$ cat src/rtl/iir_pkg.sv
// Shared constants for the IIR coefficient controller: coefficient addresses,
// controller FSM states and the default sample/coefficient width.
package iir_pkg;

    localparam int NB_DEF   = 12;
    localparam int NUM_COEF = 5;

    localparam logic [2:0] ADDR_B0 = 3'd0;
    localparam logic [2:0] ADDR_B1 = 3'd1;
    localparam logic [2:0] ADDR_B2 = 3'd2;
    localparam logic [2:0] ADDR_A1 = 3'd3;
    localparam logic [2:0] ADDR_A2 = 3'd4;

    typedef enum logic [1:0] {
        RUN   = 2'd0,
        DRAIN = 2'd1,
        FLUSH = 2'd2
    } cfg_state_e;

    function automatic logic addr_valid(input logic [2:0] addr);
        return addr <= ADDR_A2;
    endfunction

endpackage

$ cat src/rtl/iir_inflight_cnt.sv
// Up/down counter of samples handed to the filter but not yet returned.
// Saturates at 0 and MAX, flags full and an unmatched decrement.
module iir_inflight_cnt #(
    parameter int MAX = 8,
    parameter int CW  = $clog2(MAX + 1)
) (
    input  logic          clk,
    input  logic          rst,
    input  logic          inc,
    input  logic          dec,
    input  logic          clr,
    output logic [CW-1:0] count,
    output logic          full,
    output logic          underflow
);

    logic [CW-1:0] count_q;
    logic [CW-1:0] count_d;

    always_comb begin
        count_d   = count_q;
        underflow = 1'b0;
        if (clr) begin
            count_d = '0;
        end else if (inc && !dec) begin
            if (count_q != CW'(MAX)) begin
                count_d = count_q + CW'(1);
            end
        end else if (dec && !inc) begin
            if (count_q == '0) begin
                underflow = 1'b1;
            end else begin
                count_d = count_q - CW'(1);
            end
        end
    end

    always_ff @(posedge clk) begin
        if (rst) begin
            count_q <= '0;
        end else begin
            count_q <= count_d;
        end
    end

    assign count = count_q;
    assign full  = (count_q == CW'(MAX));

endmodule

$ cat src/rtl/iir_cfg_ctrl.sv
// Coefficient shadow/commit controller in front of iir_filter. Build option
// IIR_CFG_FLUSH_EN adds a FLUSH state that holds the filter in reset after a swap.
module iir_cfg_ctrl
    import iir_pkg::*;
#(
    parameter int NB           = NB_DEF,
    parameter int MAX_INFLIGHT = 8,
    parameter int DRAIN_TO     = 64,
    parameter int FLUSH_CYC    = 4
) (
    input  logic            clk,
    input  logic            rst,
    input  logic            cfg_we,
    input  logic [2:0]      cfg_addr,
    input  logic [NB-1:0]   cfg_wdata,
    input  logic            cfg_commit,
    output logic            cfg_busy,
    output logic            cfg_err,
    input  logic            s_valid,
    input  logic [NB-1:0]   s_data,
    output logic            s_ready,
    output logic            f_vIn,
    output logic [NB-1:0]   f_dIn,
    output logic [3*NB-1:0] f_b,
    output logic [2*NB-1:0] f_a,
    output logic            f_rst_n,
    input  logic            f_vOut
);

    localparam int CNT_W   = $clog2(MAX_INFLIGHT + 1);
    localparam int TMR_MAX = (DRAIN_TO > FLUSH_CYC) ? DRAIN_TO : FLUSH_CYC;
    localparam int TMR_W   = $clog2(TMR_MAX + 1);

    cfg_state_e state_q, state_d;
    logic [TMR_W-1:0] tmr_q, tmr_d;
    logic             err_q, err_d;
    logic             vin_q, vin_d;
    logic [NB-1:0]    din_q, din_d;

    logic [NUM_COEF-1:0][NB-1:0] shadow_q, shadow_d;
    logic [NUM_COEF-1:0][NB-1:0] act_q, act_d;

    logic [CNT_W-1:0] inflight;
    logic             cnt_full;
    logic             cnt_underflow;
    logic             accept;
    logic             drained;
    logic             copy;
    logic             drain_timeout;
    logic             bad_write;
    logic             commit_err;

    assign s_ready = (state_q == RUN) && !cnt_full;
    assign accept  = s_valid && s_ready;

    // A sample is counted as it is registered onto f_vIn, so the count also
    // covers the output register stage and drain cannot race a pending sample.
    iir_inflight_cnt #(
        .MAX (MAX_INFLIGHT),
        .CW  (CNT_W)
    ) u_inflight (
        .clk       (clk),
        .rst       (rst),
        .inc       (accept),
        .dec       (f_vOut),
        .clr       (drain_timeout),
        .count     (inflight),
        .full      (cnt_full),
        .underflow (cnt_underflow)
    );

    assign drained = (inflight == '0) && !vin_q;

    always_comb begin
        state_d       = state_q;
        tmr_d         = tmr_q;
        copy          = 1'b0;
        drain_timeout = 1'b0;
        unique case (state_q)
            RUN: begin
                if (cfg_commit) begin
                    state_d = DRAIN;
                    tmr_d   = '0;
                end
            end
            DRAIN: begin
                if (drained || (tmr_q == TMR_W'(DRAIN_TO - 1))) begin
                    copy          = 1'b1;
                    drain_timeout = !drained;
                    tmr_d         = '0;
`ifdef IIR_CFG_FLUSH_EN
                    state_d       = FLUSH;
`else
                    state_d       = RUN;
`endif
                end else begin
                    tmr_d = tmr_q + TMR_W'(1);
                end
            end
            FLUSH: begin
                if (tmr_q == TMR_W'(FLUSH_CYC - 1)) begin
                    state_d = RUN;
                    tmr_d   = '0;
                end else begin
                    tmr_d = tmr_q + TMR_W'(1);
                end
            end
            default: begin
                state_d = RUN;
                tmr_d   = '0;
            end
        endcase
    end

    // The copy takes shadow_d so a write landing on the copy cycle is included.
    for (genvar gi = 0; gi < NUM_COEF; gi++) begin : g_coef
        assign shadow_d[gi] = (cfg_we && (cfg_addr == 3'(gi))) ? cfg_wdata : shadow_q[gi];
        assign act_d[gi]    = copy ? shadow_d[gi] : act_q[gi];
    end

    assign bad_write  = cfg_we && !addr_valid(cfg_addr);
    assign commit_err = cfg_commit && (state_q != RUN);

    always_comb begin
        err_d = err_q | bad_write | commit_err | cnt_underflow | drain_timeout;
        vin_d = accept;
        din_d = accept ? s_data : din_q;
    end

    always_ff @(posedge clk) begin
        if (rst) begin
            state_q  <= RUN;
            tmr_q    <= '0;
            err_q    <= 1'b0;
            vin_q    <= 1'b0;
            din_q    <= '0;
            shadow_q <= '0;
            act_q    <= '0;
        end else begin
            state_q  <= state_d;
            tmr_q    <= tmr_d;
            err_q    <= err_d;
            vin_q    <= vin_d;
            din_q    <= din_d;
            shadow_q <= shadow_d;
            act_q    <= act_d;
        end
    end

    assign cfg_busy = (state_q != RUN);
    assign cfg_err  = err_q;
    assign f_vIn    = vin_q;
    assign f_dIn    = din_q;
    assign f_b      = {act_q[ADDR_B2], act_q[ADDR_B1], act_q[ADDR_B0]};
    assign f_a      = {act_q[ADDR_A2], act_q[ADDR_A1]};

`ifdef IIR_CFG_FLUSH_EN
    assign f_rst_n = !rst && (state_q != FLUSH);
`else
    assign f_rst_n = !rst;
`endif

endmodule

$ cat config.mk
export PLATFORM = sky130hd
export DESIGN_NAME = iir_cfg_ctrl
export DESIGN_NICKNAME = d
export VERILOG_FILES = /design/src/rtl/iir_pkg.sv /design/src/rtl/iir_inflight_cnt.sv /design/src/rtl/iir_cfg_ctrl.sv
export SDC_FILE = /design/constraint.sdc
export NUM_CORES = 1
export LEC_CHECK = 0
export BUFFER_PORTS_ARGS = -buffer_cell sky130_fd_sc_hd__buf_2
export CAP_MARGIN = 25
export CELL_PAD_IN_SITES_DETAIL_PLACEMENT = 1
export CELL_PAD_IN_SITES_GLOBAL_PLACEMENT = 2
export CORE_MARGIN = 1
export CORE_UTILIZATION = 36
export DETAILED_ROUTE_END_ITERATION = 7
export PLACE_DENSITY_LB_ADDON = 0.1
export SYNTH_ARGS = -nofsm -noshare
export SYNTH_HDL_FRONTEND = slang
export SYNTH_SLANG_ARGS = --single-unit
$ cat constraint.sdc
create_clock -name clk -period 4.55 [get_ports clk]
set_clock_uncertainty 0.05 [all_clocks]
set_input_delay 0.6825 -clock clk [delete_from_list [all_inputs] [get_ports clk]]
set_output_delay 0.6825 -clock clk [all_outputs]
set_load 0.02 [all_outputs]
# == Yosys cells after proc, flatten, opt, wreduce, memory -nomap -nowiden ==
# Cells that the tools add are included.
# word_totals
register_bits,147
inputBits,33
output_inout_bits,77
# op_classes
add_sub_neg,3
magnitude_cmp,1
eq_ne,15
n_mux,25
bitwise_logic,4
reduce_logical,28
# ops
operator,n
$mux W12,5
$mux W7,3
$pmux W7 S3,1
$mux W4,4
$logic_and A1 B1 Y1,12
$mux W1,8
$ne A2 B2 Y1 const B,4
$add A7 B1 Y7 const B,1
$eq A7 B2 Y1 const B,1
$eq A7 B6 Y1 const B,1
$logic_not A1 Y1,7
$eq A3 B2 Y1 const B,2
$mux W2,3
$pmux W2 S3,1
$reduce_and A3 Y1,2
$add A4 B1 Y4 const B,1
$eq A4 B4 Y1 const B,1
$logic_not A4 Y1,1
$ne A4 B4 Y1 const B,1
$or A1 B1 Y1,4
$reduce_bool A2 Y1,2
$sub A4 B1 Y4 const B,1
$eq A3 B1 Y1 const B,1
$eq A3 B3 Y1 const B,1
other kinds (8),8

# == Logic depth before layout (Yosys ltp) ==
# depth
word_depth,11
depth_mapped,11
depth_no_buf,9

# == By module ==
# A second synthesis with hierarchy kept.
# hier_totals
cells_unflattened,547
hier_area_um2,6018.3
# modules_own_cells
mod,n_inst,cells_each,area_per_inst_um2,seq_area_each_um2
iir_cfg_ctrl,1,507,5656.7,2842.7
iir_inflight_cnt,1,40,361.6,80.1

# == Worst setup path before layout ==
# OpenSTA, ideal clock, no wires.
# synth_path
path_type,in2reg
startpoint,input s_valid
endpoint,register u_inflight.count_q[3] (netlist: u_inflight.count[3])
setup_ns,0.070
arrival_ns,2.684
t_required_ns,4.430
path_slack_ns,1.746
path_stages,11
path_buffers,2
path_cell_list,inv_1 a211o_1 buf_2 buf_2 or2_2 ha_1 a21o_1 a21oi_1 or3_1 a21o_1 a21oi_1
# synth_via
elab_chain_cells,5
# synth_rtl
element,line_no,source
"start, declared",iir_cfg_ctrl.sv:19,"input logic s_valid,"
$logic_and A1 B1 Y1 (*),iir_cfg_ctrl.sv:54,assign accept = s_valid && s_ready;
$logic_not A1 Y1,iir_inflight_cnt.sv:29,end else if (dec && !inc) begin
$logic_and A1 B1 Y1,iir_inflight_cnt.sv:29,
$reduce_bool A2 Y1 (no source line),-,
$reduce_and A3 Y1 (no source line),-,
"end signal, assigned",iir_inflight_cnt.sv:42,count_q <= count_d;
"end, declared",iir_inflight_cnt.sv:17,logic [CW-1:0] count_q;
# Mark *: on every way between the ends. The rest lies on a longest branch, timed or not.
# A chain may end at the register's enable or synchronous reset.

# == Final worst setup path ==
# layout_path
startpoint,register u_inflight.count_q[0] (netlist: u_inflight.count[0])
endpoint,register u_inflight.count_q[3] (netlist: u_inflight.count[3])
# layout_via
elab_chain_cells,8
# layout_rtl
element
branches (longest 8 deep; another with $sub A4 B1 Y4)
# Parallel ways; which one is timed is not known. The select of a mux whose other input is x is not followed.

==> results.cfg <==
[sta]
worst_slew_pin_slew_ns = 0.898
finalCriticalPeriod_ns = 2.88
relSlewSlack_pct = 40.0
hold_viol_final = 0
rsz0062_at_grt = false
min_period_over_period_pct = 63.3
finalMaxSlewViolations = 0
setup_viol = 0
max_freq_mhz = 347
setup-tns-final_ns = 0

[critical_path]
worstPathMaxFanout = 18
crit_chain = nor3_1 > a211o_1 > or2_2 > ha_1 > a21o_1 > a21oi_1 > nand4_1 > a21o_1 > a21oi_1
critical-path-top-delay-family = compound AO/OA/AOI/OAI gates
cp_num_buf_inv = 0
worst_setup_path_start_kind = flip-flop
arrival_ns = 3.17
worstPathRequired_ns = 4.84
critPathSlowestCell = a211o_1
criticalPathCategory = reg2reg
critPathMaxStageDelay_ns = 0.60
crit_cells = 9
r2r_cells = 9
cp-end-kind = flip-flop

[power_and_ir_drop]
power_density_nw_per_um2 = 654
ir_drop_mv = 0.279
totalPowerFinal_uw = 4300
leakagePower_uw = 0.00290

[drt]
wire_per_inst_um = 16.8
vias = 4139
drc = 0
ant_nets = 0
dr.first_iter.drc_count = 171
viasPerCell = 5.04
firstDrtPassIters = 4
drt_wl_total_um = 13800

[clock_network]
post_cts_buffers = 0
cts_buffer_depth = 2
hold_buffers = 0
tritoncts = done
clk_latency_ns = 0.41
clock-sinks = 146
path_clk_slew_ns = 0.06
cts.htree.levels = 4
cts_resized = 0
numCtsBuffers = 17
cts_root_buf = clkbuf_16

[global_route]
grt.total_usage_pct = 19.0
grt_overflow = 0
antenna_found_initial = 2
grt_max_degree = 68
use_met2_pct = 31.4
top_usage_layer = met2
grt_first_pass_wirelength_um = 21300
first_global_vias = 4100
use_met1_pct = 22.8
met3_usage_pct = 6.32

[synthesis]
yosysTopAreaCell = dfxtp_1
syn-instance-count = 531
seq_area_frac_synth_pct = 55.0
yosysWarnings = 0
synthTopCellsByArea = dfxtp_1, mux2i_1, o22a_1, a211oi_2, nand2_1
ys_types = 39
netlist_area_um2 = 5310
syn-mean-instance-area_um2 = 10.0
synth_top_area_share_pct = 55.0
synth_seq_cells = 146
syn_nets = 568

[floorplanning]
rows = 44
fp.dieW_um = 123
num_io_pins = 110
die_h_um = 123
start_util_pct = 36.7
die-area_um2 = 15200
coreArea_um2 = 14500

[cells_and_area]
instances_no_fill = 822
final_cell_mix = dfxtp_1, buf_2, nand2_1
antenna_cells = 0
syn_to_final_growth_pct = 23.8
fin_util_pct = 45.4
drive_gt1_share_pct = 27.6
final_common_cell = dfxtp_1
fill_cells = 1642
final_net_count = 662

[placed_design]
placedCellCount = 790
hpwl_um = 9190
globalplace.congestion = 0.719
numPortBuffers = 109

[hold_path]
hold_class = reg2reg
min_path_cells = 2

[job]
maxCapViolCount = 0

[status]
status = finished, final reports clean
worst register-to-register path: cells and delay by family, from the launching register on:
kind / cells / cell delay, ns
AOI/OAI and AO/OA: 5 / 1.33
DFF: 1 / 0.44
adders and majority gates: 1 / 0.28
and+or+nand+nor: 3 / 0.70
cell families after synthesis:
| group | after synthesis | share of synthesized area, % |
|---|---|---|
| compound gates | 120 | 17.9 |
| fa+ha+maj | 4 | 1.08 |
| mux | 38 | 7.16 |
| xor+xnor | 2 | 0.330 |
| buf+inv | 40 | 4.31 |
| simple gates | 181 | 14.2 |
| flops | 146 | 55.0 |
final cells by class:
type / count / area [um^2] / share of cell area [%]
clock inverter: 8 / 145 / 2.21
tap: 184 / 230 / 3.50
timing repair buffer: 112 / 571 / 8.68
multi-input combinational: 345 / 2170 / 33.1
inverter: 3 / 11.3 / 0.171
clock buffer: 24 / 522 / 7.93
sequential: 146 / 2920 / 44.4
report_power, final:
group / leakage (uW) / internal [uW] / switching, uW
Sequential: 0.00119 / 1500 / 136
Combinational: 0.00138 / 423 / 713
Clock: 0.000324 / 1020 / 508
synthesized netlist by cell type:
cell type and n:
dfxtp_1 146, nor2_2 2, nand3_1 6, o21ai_0 2
nand3b_1 2, a22oi_1 1, o221a_2 1, and3_1 2
o21a_2 1, nand4b_1 1, and2_1 1, nand2b_1 1
xnor2_1 2, a31oi_1 2, inv_1 3, a211o_1 1
a21o_1 2, nand4_1 1, fa_1 1, or3_1 2
buf_6 8, a211oi_2 24, ha_1 3, o21a_1 1
or4_1 1, or2_2 2, nand2_1 79, a21oi_1 46
o21ai_2 1, nor2b_1 1, mux2i_1 38, a211oi_1 2
nor3_1 7, nor2_1 71, clkbuf_1 20, buf_2 6
buf_4 3, and3b_1 2, o22a_1 36
registers in the layout, indices dropped and copies added, names as in the netlist:
signal / cells
shadow_q: 60
f_b: 36
f_a: 24
f_dIn: 12
tmr_q: 7
u_inflight.count: 4
cfg_err: 1
f_vIn: 1
state_q: 1
per-stage QoR:
stage / instance area [um^2] / setup WS [ns] / hold slack (ns)
after floorplan: 5310 / 1.75 / 0.391
after global placement: 5910 / 1.55 / 0.396
after detailed placement: 5910 / 1.45 / 0.408
after CTS: 6580 / 1.64 / 0.417
after global routing: 6580 / 1.45 / 0.441
final: 6580 / 1.67 / 0.413
path summary, 6_finish.rpt:
path	from	slack, ns	end
worst max-delay path	u_inflight.count[0]	1.67	u_inflight.count[3]
worst min-delay path	shadow_q[27]	0.41	shadow_q[27]
worst max register to register	u_inflight.count[0]	1.67	u_inflight.count[3]
worst min register to register	shadow_q[27]	0.41	shadow_q[27]
metal layers:
layer	part of all wire [%]	wire length, um
met1	45	6190
met2	48	6600
met3	6.0	831
met4	0.92	127
met5	0.17	24
No activity file was read; power rests on OpenSTA's default activity.
